**src/rtl/fifo_pkg.sv**
```systemverilog
// ---------------------------------------------------------------------------
// fifo_pkg
// Shared constants and helper functions for param_sync_fifo and fifo_mem.
//   FIFO_STD / FIFO_FWFT   : read-mode selectors for the FWFT parameter
//   FIFO_DEF_AE_THRESH     : default almost-empty threshold
//   FIFO_DEF_AF_MARGIN     : default almost-full threshold is DEPTH minus this
//   fifo_count_width()     : width of an occupancy counter that can hold DEPTH
//   fifo_addr_width()      : width of a pointer indexing 0..DEPTH-1
// ---------------------------------------------------------------------------
package fifo_pkg;

    localparam int FIFO_STD           = 0;
    localparam int FIFO_FWFT          = 1;
    localparam int FIFO_DEF_AE_THRESH = 2;
    localparam int FIFO_DEF_AF_MARGIN = 2;

    // Occupancy runs 0..DEPTH inclusive, so DEPTH+1 distinct values.
    function automatic int fifo_count_width(input int depth);
        return $clog2(depth + 1);
    endfunction

    // Pointer runs 0..DEPTH-1; never narrower than one bit.
    function automatic int fifo_addr_width(input int depth);
        return (depth > 1) ? $clog2(depth) : 1;
    endfunction

endpackage

```
**src/rtl/fifo_mem.sv**
```systemverilog
// ---------------------------------------------------------------------------
// fifo_mem
// WIDTH x DEPTH register-array storage: one synchronous write port and an
// asynchronous (combinational) read address. Contents are never reset.
//   clk        : clock, write happens on the rising edge
//   i_wr_en    : write strobe
//   i_wr_addr  : write address (0..DEPTH-1)
//   i_wr_data  : write data
//   i_rd_addr  : read address (0..DEPTH-1)
//   o_rd_data  : word stored at i_rd_addr
// ---------------------------------------------------------------------------
module fifo_mem
    import fifo_pkg::*;
#(
    parameter int WIDTH = 8,
    parameter int DEPTH = 16,
    parameter int AW    = fifo_addr_width(DEPTH)
) (
    input  logic             clk,
    input  logic             i_wr_en,
    input  logic [AW-1:0]    i_wr_addr,
    input  logic [WIDTH-1:0] i_wr_data,
    input  logic [AW-1:0]    i_rd_addr,
    output logic [WIDTH-1:0] o_rd_data
);

    logic [WIDTH-1:0] r_mem [DEPTH];

    always_ff @(posedge clk) begin
        if (i_wr_en) begin
            r_mem[i_wr_addr] <= i_wr_data;
        end
    end

    // Callers keep the address below DEPTH, so every index hits a real entry.
    assign o_rd_data = r_mem[i_rd_addr];

endmodule

```
**src/rtl/param_sync_fifo.sv**
```systemverilog
// ---------------------------------------------------------------------------
// param_sync_fifo
// Single-clock synchronous FIFO with arbitrary depth, standard or
// first-word-fall-through read mode, almost-full/empty thresholds, an
// occupancy count and pulsed + sticky overflow/underflow reporting.
//   clk              : clock (rising edge)
//   rst              : synchronous active-low reset
//   data_in / wr_en  : write data and request
//   rd_en            : read request
//   err_clr          : clears overflow_sticky / underflow_sticky
//   data_out         : read data
//   rd_valid         : data_out carries newly read (STD) or presented (FWFT) data
//   full / empty     : count == DEPTH / count == 0
//   almost_full      : count >= AF_THRESH
//   almost_empty     : count <= AE_THRESH
//   count            : occupancy
//   write_error      : one-cycle pulse, a write was rejected last cycle
//   read_error       : one-cycle pulse, a read was rejected last cycle
//   overflow_sticky  : latched write rejection
//   underflow_sticky : latched read rejection
// ---------------------------------------------------------------------------
module param_sync_fifo
    import fifo_pkg::*;
#(
    parameter int WIDTH     = 8,
    parameter int DEPTH     = 16,
    parameter int FWFT      = FIFO_STD,
    parameter int AF_THRESH = DEPTH - FIFO_DEF_AF_MARGIN,
    parameter int AE_THRESH = FIFO_DEF_AE_THRESH
) (
    input  logic                               clk,
    input  logic                               rst,
    input  logic [WIDTH-1:0]                   data_in,
    input  logic                               wr_en,
    input  logic                               rd_en,
    input  logic                               err_clr,
    output logic [WIDTH-1:0]                   data_out,
    output logic                               rd_valid,
    output logic                               full,
    output logic                               empty,
    output logic                               almost_full,
    output logic                               almost_empty,
    output logic [fifo_count_width(DEPTH)-1:0] count,
    output logic                               write_error,
    output logic                               read_error,
    output logic                               overflow_sticky,
    output logic                               underflow_sticky
);

    localparam int CW = fifo_count_width(DEPTH);
    localparam int AW = fifo_addr_width(DEPTH);

    localparam logic [AW-1:0] LAST_ADDR = AW'(DEPTH - 1);
    localparam logic [CW-1:0] DEPTH_C   = CW'(DEPTH);
    localparam logic [CW-1:0] AF_C      = CW'(AF_THRESH);
    localparam logic [CW-1:0] AE_C      = CW'(AE_THRESH);

    logic [AW-1:0]    r_wr_ptr;
    logic [AW-1:0]    r_rd_ptr;
    logic [CW-1:0]    r_count;
    logic             r_write_error;
    logic             r_read_error;
    logic             r_overflow;
    logic             r_underflow;

    logic             w_empty;
    logic             w_full;
    logic             w_rd_acc;
    logic             w_wr_acc;
    logic             w_wr_rej;
    logic             w_rd_rej;
    logic [WIDTH-1:0] w_rd_data;

    // Flags come from the registered count only, never from the requests.
    assign w_empty = (r_count == '0);
    assign w_full  = (r_count == DEPTH_C);

    // A full FIFO still takes a write when a read frees a slot this cycle.
    // An empty FIFO never reads the word being written (no bypass).
    assign w_rd_acc = rd_en && !w_empty;
    assign w_wr_acc = wr_en && (!w_full || w_rd_acc);
    assign w_wr_rej = wr_en && !w_wr_acc;
    assign w_rd_rej = rd_en && !w_rd_acc;

    fifo_mem #(
        .WIDTH (WIDTH),
        .DEPTH (DEPTH),
        .AW    (AW)
    ) u_mem (
        .clk       (clk),
        .i_wr_en   (w_wr_acc),
        .i_wr_addr (r_wr_ptr),
        .i_wr_data (data_in),
        .i_rd_addr (r_rd_ptr),
        .o_rd_data (w_rd_data)
    );

    // Pointers wrap by explicit compare so non-power-of-two depths work.
    always_ff @(posedge clk) begin
        if (!rst) begin
            r_wr_ptr <= '0;
            r_rd_ptr <= '0;
        end else begin
            if (w_wr_acc) begin
                r_wr_ptr <= (r_wr_ptr == LAST_ADDR) ? '0 : r_wr_ptr + 1'b1;
            end
            if (w_rd_acc) begin
                r_rd_ptr <= (r_rd_ptr == LAST_ADDR) ? '0 : r_rd_ptr + 1'b1;
            end
        end
    end

    always_ff @(posedge clk) begin
        if (!rst) begin
            r_count <= '0;
        end else begin
            case ({w_wr_acc, w_rd_acc})
                2'b10:   r_count <= r_count + 1'b1;
                2'b01:   r_count <= r_count - 1'b1;
                default: r_count <= r_count;
            endcase
        end
    end

    // Pulses report the previous cycle's rejection. Sticky flags latch the
    // rejection on the same edge as the pulse; a new error beats err_clr.
    always_ff @(posedge clk) begin
        if (!rst) begin
            r_write_error <= 1'b0;
            r_read_error  <= 1'b0;
            r_overflow    <= 1'b0;
            r_underflow   <= 1'b0;
        end else begin
            r_write_error <= w_wr_rej;
            r_read_error  <= w_rd_rej;
            r_overflow    <= w_wr_rej || (r_overflow && !err_clr);
            r_underflow   <= w_rd_rej || (r_underflow && !err_clr);
        end
    end

    generate
        if (FWFT == FIFO_FWFT) begin : g_fwft
            logic [WIDTH-1:0] r_last;

            // Head word is shown straight from storage; r_last remembers it
            // so data_out holds steady once the FIFO drains.
            always_ff @(posedge clk) begin
                if (!rst) begin
                    r_last <= '0;
                end else if (!w_empty) begin
                    r_last <= w_rd_data;
                end
            end

            assign data_out = w_empty ? r_last : w_rd_data;
            assign rd_valid = !w_empty;
        end else begin : g_std
            logic [WIDTH-1:0] r_data_out;
            logic             r_rd_valid;

            always_ff @(posedge clk) begin
                if (!rst) begin
                    r_data_out <= '0;
                    r_rd_valid <= 1'b0;
                end else begin
                    r_rd_valid <= w_rd_acc;
                    if (w_rd_acc) begin
                        r_data_out <= w_rd_data;
                    end
                end
            end

            assign data_out = r_data_out;
            assign rd_valid = r_rd_valid;
        end
    endgenerate

    assign full             = w_full;
    assign empty            = w_empty;
    assign almost_full      = (r_count >= AF_C);
    assign almost_empty     = (r_count <= AE_C);
    assign count            = r_count;
    assign write_error      = r_write_error;
    assign read_error       = r_read_error;
    assign overflow_sticky  = r_overflow;
    assign underflow_sticky = r_underflow;

endmodule
```
**config.mk**
```make
export PLATFORM = sky130hd
export DESIGN_NAME = param_sync_fifo
export DESIGN_NICKNAME = d
export VERILOG_FILES = /design/src/rtl/fifo_pkg.sv /design/src/rtl/fifo_mem.sv /design/src/rtl/param_sync_fifo.sv
export SDC_FILE = /design/constraint.sdc
export NUM_CORES = 1
export LEC_CHECK = 0
export BUFFER_PORTS_ARGS = -buffer_cell sky130_fd_sc_hd__buf_2
export CAP_MARGIN = 20
export CORE_UTILIZATION = 30
export DETAILED_ROUTE_END_ITERATION = 8
export PLACE_DENSITY = 0.59
export SLEW_MARGIN = 10
export SYNTH_ARGS = -nofsm -noshare
export SYNTH_HDL_FRONTEND = slang
export SYNTH_HIERARCHICAL = 1
export SYNTH_SLANG_ARGS = --single-unit
```
**constraint.sdc**
```tcl
create_clock -name clk -period 3 [get_ports clk]
set_input_delay 0.3 -clock clk [delete_from_list [all_inputs] [get_ports clk]]
set_output_delay 0.3 -clock clk [all_outputs]
set_load 0.01 [all_outputs]
```
Yosys cells after proc, flatten, opt, wreduce, memory -nomap -nowiden:

Memory sizes are Yosys's and may differ from the RTL's. A register that Yosys moved wholly into a read port is not among the register bits.
Index checks and enable logic that the tools add are counted.

* logic and storage cells: 42
* flip-flop bits (word level): 18
* memory bits (writable): 128
* memories: 1
* output and inout port bits: 22

* magnitude comparators: 2
* add/sub/neg operators: 4
* multiplexer cells: 5
* reduce and logical (&&, ||, !) cells: 17
* eq/ne operators: 5

Memories
* u_mem.r_mem: words 16, bits a word 8, rd ports 1, clocked after Yosys merged registers in 1, wr ports 1, line fifo_mem.sv:27 `logic [WIDTH-1:0] r_mem [DEPTH];`

Operator list (number)
* one-hot mux 5 bit (2 select lines): 1
* adder 4 x 1 -> 4 bit (second input constant): 2
* == test 4 bit (second input constant): 2
* 2-to-1 mux 4 bit: 2
* logical AND 1 bit: 6
* zero test 1 bit: 6
* adder 5 x 1 -> 5 bit (second input constant): 1
* == test 5 bit (second input constant): 1
* >= comparator 5 x 4 -> 1 bit (second input constant): 1
* <= comparator 5 x 2 -> 1 bit (second input constant): 1
* zero test 5 bit: 1
* subtractor 5 x 1 -> 5 bit (second input constant): 1
* logical OR 1 bit: 3
* == test 2 x 1 -> 1 bit (second input constant): 1
* == test 2 bit (second input constant): 1
* 2-to-1 mux 1 bit: 2
* nonzero test 2 bit: 1

Longest topological paths before layout:

* depth in word-level cells: 8
* mapped depth: 12
* depth with buffers taken out: 10

Cells and area by module:

Netlist, hierarchy kept.

Modules (own cells, without submodules)
* fifo_mem: times used 1, cells each 221, area an instance 4987.3 um^2, sequential area each 3843.7 um^2
* param_sync_fifo: times used 1, cells each 137, area an instance 1277.5 um^2, sequential area each 520.5 um^2

Worst setup path before layout:

Ideal clock, no wire load.

* path type: reg2reg
* start point: register r_count[0] (netlist: count[0])
* end point: register r_count[3] (netlist: count[3])
* clock period less this slack: 2.878 ns
* setup time: 0.062 ns
* setup slack: 0.122 ns
* cell stages (with the launch flop): 12
* data arrival time: 2.815 ns
* cells stage by stage: dfxtp_1 > or4_1 > buf_6 > o21ai_4 > buf_8 > inv_1 > ha_1 > ha_1 > a21o_2 > a21oi_1 > or4b_2 > nand3_1

* longest elaborated chain between the ends: 7
* elaborated cells between the ends (all ways): 13

Ends and longest elaborated chain
* from (decl): line param_sync_fifo.sv:60 `logic [CW-1:0] r_count;`
* from (signal assigned): line param_sync_fifo.sv:118 `2'b10: r_count <= r_count + 1'b1;`
* from (signal assigned): line param_sync_fifo.sv:119 `2'b01: r_count <= r_count - 1'b1;`
* from (signal assigned): line param_sync_fifo.sv:120 `default: r_count <= r_count;`
* zero test 5 bit *: line param_sync_fifo.sv:75 `assign w_empty = (r_count == '0);`
* zero test 1 bit *: line param_sync_fifo.sv:80 `assign w_rd_acc = rd_en && !w_empty;`
* logical AND 1 bit *: line param_sync_fifo.sv:80
* named net w_rd_acc: line param_sync_fifo.sv:68 `logic w_rd_acc;`
* logical OR 1 bit: line param_sync_fifo.sv:81 `assign w_wr_acc = wr_en && (!w_full || w_rd_acc);`
* logical AND 1 bit: line param_sync_fifo.sv:81
* == test 2 x 1 -> 1 bit / == test 2 bit (equally long branches): line param_sync_fifo.sv:117 `case ({w_wr_acc, w_rd_acc})`
* one-hot mux 5 bit (2 select lines) / nonzero test 2 bit (equally long branches)

The timed path passes the listed nets; every way through them passes the cells marked *.
A chain may end at the register's enable or synchronous reset.

Worst setup path in the final report:

* start point: register r_count[2] (netlist: count[2])
* end point: register r_count[3] (netlist: count[3])

The elaborated chain is that of the path after synthesis.

==> metrics.md <==
| Metric | Value |
|---|---|
| Clock root buffer | `clkbuf_16` |
| Vias in the first global route | `3369` |
| Synthesis-to-finish area growth | `17.9%` |
| Core area | `0.0204 mm2` |
| Die Y | `147 um` |
| P_leak | `2.57 nW` |
| Max_cap viols | `0` |
| Setup violators final | `0` |
| Primary FF master, synth | `edfxtp_1` |
| Seq cells post-synth | `roughly 150` |
| Slew @ Worst Pin | `851 ps` |
| Post-DP HPWL | `7770 um` |
| Die Wd | `147 um` |
| Area of the mapped netlist | `0.00626 mm2` |
| Slew Limit Fails | `0` |
| Clock buffer depth | `2` |
| Worst path required time | `approximately 3400 ps` |
| IO Port Bufs | `34` |
| Share of layout cells above drive strength 1 | `0.258` |
| WP data arrival | `3130 ps` |
| Post-Syn Nets | `approximately 380` |
| Largest net degree at the start of global routing | `37` |
| Pre-CTS WS | `209 ps` |
| Hold Vio Cnt, Final | `0` |
| Leading area contributor after synthesis | `edfxtp_1` |
| Top cells by count, synth | `edfxtp_1 (128), dfxtp_1 (26), nand2_1 (25)` |
| IO Pins | `35` |
| Ant diodes | `0` |
| Most frequent CP cell | `ha_1` |
| Initial Utilization | `0.308` |
| CTS tree | `yes` |
| DR pass1 iterations | `4` |
| Status | `complete, no violations` |
| Number of gates resized after CTS | `0` |
| Final #Nets | `437` |
| CP Cell Sequence | `or4_1 -> buf_4 -> o21ai_4 -> inv_1 -> ha_1 -> ha_1 -> a21o_2 -> a21oi_1 -> or4b_2 -> nand3_1` |
| Num CTS Buffers | `17` |
| Final WL | `12600 um` |
| Synth warnings | `6` |
| First-pass GRT wire length | `19500 um` |
| Top post-synthesis cells by area | `edfxtp_1 (61%), dfxtp_1 (8.3%), mux4_2 (6.5%), mux4_1 (5.9%), mux2i_1 (1.9%)` |
| CP startpoint kind | `flip-flop` |
| Metal-1 WL | `between 5000 and 6000 um` |
| Yosys top cell area share | `0.614` |
| CP bufs+invs | `2` |
| Latest clock arrival within the worst-skew pair | `430 ps` |
| Pwr per Cell Area | `809 mW/mm2` |
| Total power | `5.97 mW` |
| Worst hold path class | `in -> reg` |
| Final core occ | `0.363` |
| Yosys cell types | `43` |
| Crit-path slowest cell | `or4b_2` |
| Worst path max stage delay | `around 600 ps` |
| CP Capture Type | `flip-flop` |
| Die Area | `0.0215 mm2` |
| Net switching power | `1.63 mW` |
| Routability cong. | `0.776` |
| Slew margin rel. | `0.431` |
| Top sig layer | `met4` |
| Num rows | `52` |
| Tmin final | `2780 ps` |
| Postcts setup bufs | `0` |
| Cell Int Power | `4.34 mW` |
| Net Sw Frac | `0.273` |
| Comb pwr share | `0.236` |
| Post-synth EDFFs | `128` |
| Met3 routed WL | `597 um` |
| Register area share after synthesis | `0.697` |
| Via count | `3302` |
| Min Hold Slack | `187 ps` |
| Final Skew | `between 15 and 20 ps` |
| Hold-fix buffers, CTS | `0` |
| CTS Sinks | `154` |
| Share of flip-flops with an asynchronous set or reset | `0` |
| CTS H-tree depth | `4` |
| Initial antenna violation count | `0` |
| Critical path's top delay family | `simple AND/OR/NAND/NOR gates` |
| Setup tns final | `0 ps` |
| Part of the cycle the worst path needs | `0.927` |
| Vias per cell | `4.72` |
| Avg WL per Cell | `~18 um` |
| RSZ-0062 raised after global routing | `no` |
| Clk slew on worst S/H paths | `60 ps` |
| Max Clk Rate | `360 MHz` |
| Fin worst setup slack | `around 220 ps` |
| Clock share of power | `0.340` |
| Routed met2 length | `6220 um` |
| Worst vdd ir | `roughly 0.34 mV` |
| Mean Syn Cell Area | `17.5 um2` |
| GRT Resource Usage Total | `0.125` |
| DRT iter0 DRCs | `roughly 180` |
| CP Max Fanout | `6` |
| CP Class | `reg -> reg` |
| Gr ovfl total | `0` |
| Post-Synthesis Cells | `roughly 360` |
| Routed Antenna Nets | `0` |
| Sequential power share | `0.424` |
| Count leader, synth | `edfxtp_1` |
| DRC | `0` |
worst paths after layout:
kind / startpoint / end / slack [ps] / cells after the start
setup / recovery: count[2]$_SDFFE_PN0P_ / count[3]$_SDFFE_PN0P_ / 220 / 10
hold / removal: wr_en / write_error$_SDFF_PN0_ / 190 / 2
setup reg to reg: count[2]$_SDFFE_PN0P_ / count[3]$_SDFFE_PN0P_ / 220 / 10
hold reg to reg: data_out[6]$_SDFFE_PN0P_ / data_out[6]$_SDFFE_PN0P_ / 520 / 2
routing by layer:
| layer | up-vias | GRT usage |
|---|---|---|
| li1 | 1543 | - |
| met1 | 1668 | 0.158 |
| met2 | 79 | 0.203 |
| met3 | 12 | 0.0309 |
| met4 | 0 | 0.0594 |
| met5 | - | 0 |
cell type report:
class	instances	area, um2
repair buffers	57	355
flip-flops and latches	154	4370
clock inverters	14	130
inverters	7	26.3
clock buffers	18	429
well taps	270	338
multi-input cells	180	1740
fillers	1886	13000
placed cells by master, fill, tap and decap left out, types with 7 or more instances in the layout:
cell / netlist / final
mux4_2: 18 / 18
mux4_1: 14 / 14
nand2_1: 25 / 25
buf_2: 3 / 34
buf_4: 1 / 22
nand3_1: 7 / 7
nor2_1: 20 / 20
mux2i_1: 12 / 12
nor2b_1: 14 / 14
clkbuf_16: 0 / 17
inv_1: 7 / 7
a22oi_1: 16 / 16
edfxtp_1: 128 / 128
dfxtp_1: 26 / 25
registers in the layout, indices dropped and copies added (netlist names):
register and flops:
overflow_sticky 1, rd_valid 1, data_out 8, r_wr_ptr 4, underflow_sticky 1, read_error 1
write_error 1, count 5, u_mem/r_mem 128, r_rd_ptr 4
power by group through the flow:
stage	Clock (mW)	Sequential, mW	Combinational [mW]
floorplan	0	2.60	1.03
global route	2.17	2.55	1.53
detailed placement	0	2.58	1.43
global placement	0	2.57	1.40
finish	2.03	2.53	1.41
CTS	2.07	2.53	1.43
per-stage QoR:
step | instance area, um2 | cells
final | 7390 | 700
after global routing | 7390 | 700
after CTS | 7390 | 700
after detailed placement | 6830 | 668
after global placement | 6830 | 668
after floorplan | 6260 | 358
cell families (layout without fill, tap and decap cells):
| group | count (synthesis) | count (layout) | share of synthesized area |
|---|---|---|---|
| XOR/XNOR | 3 | 3 | 0.00419 |
| adder cells (fa/ha/maj) | 7 | 7 | 0.0152 |
| multiplexers | 44 | 44 | 0.143 |
| AND/OR/NAND/NOR | 90 | 90 | 0.0719 |
| buffers and inverters | 24 | 96 | 0.0252 |
| AO/OA/AOI/OAI | 36 | 36 | 0.0443 |
| flip-flops | 154 | 154 | 0.697 |
(Power assumes the default switching activity.)
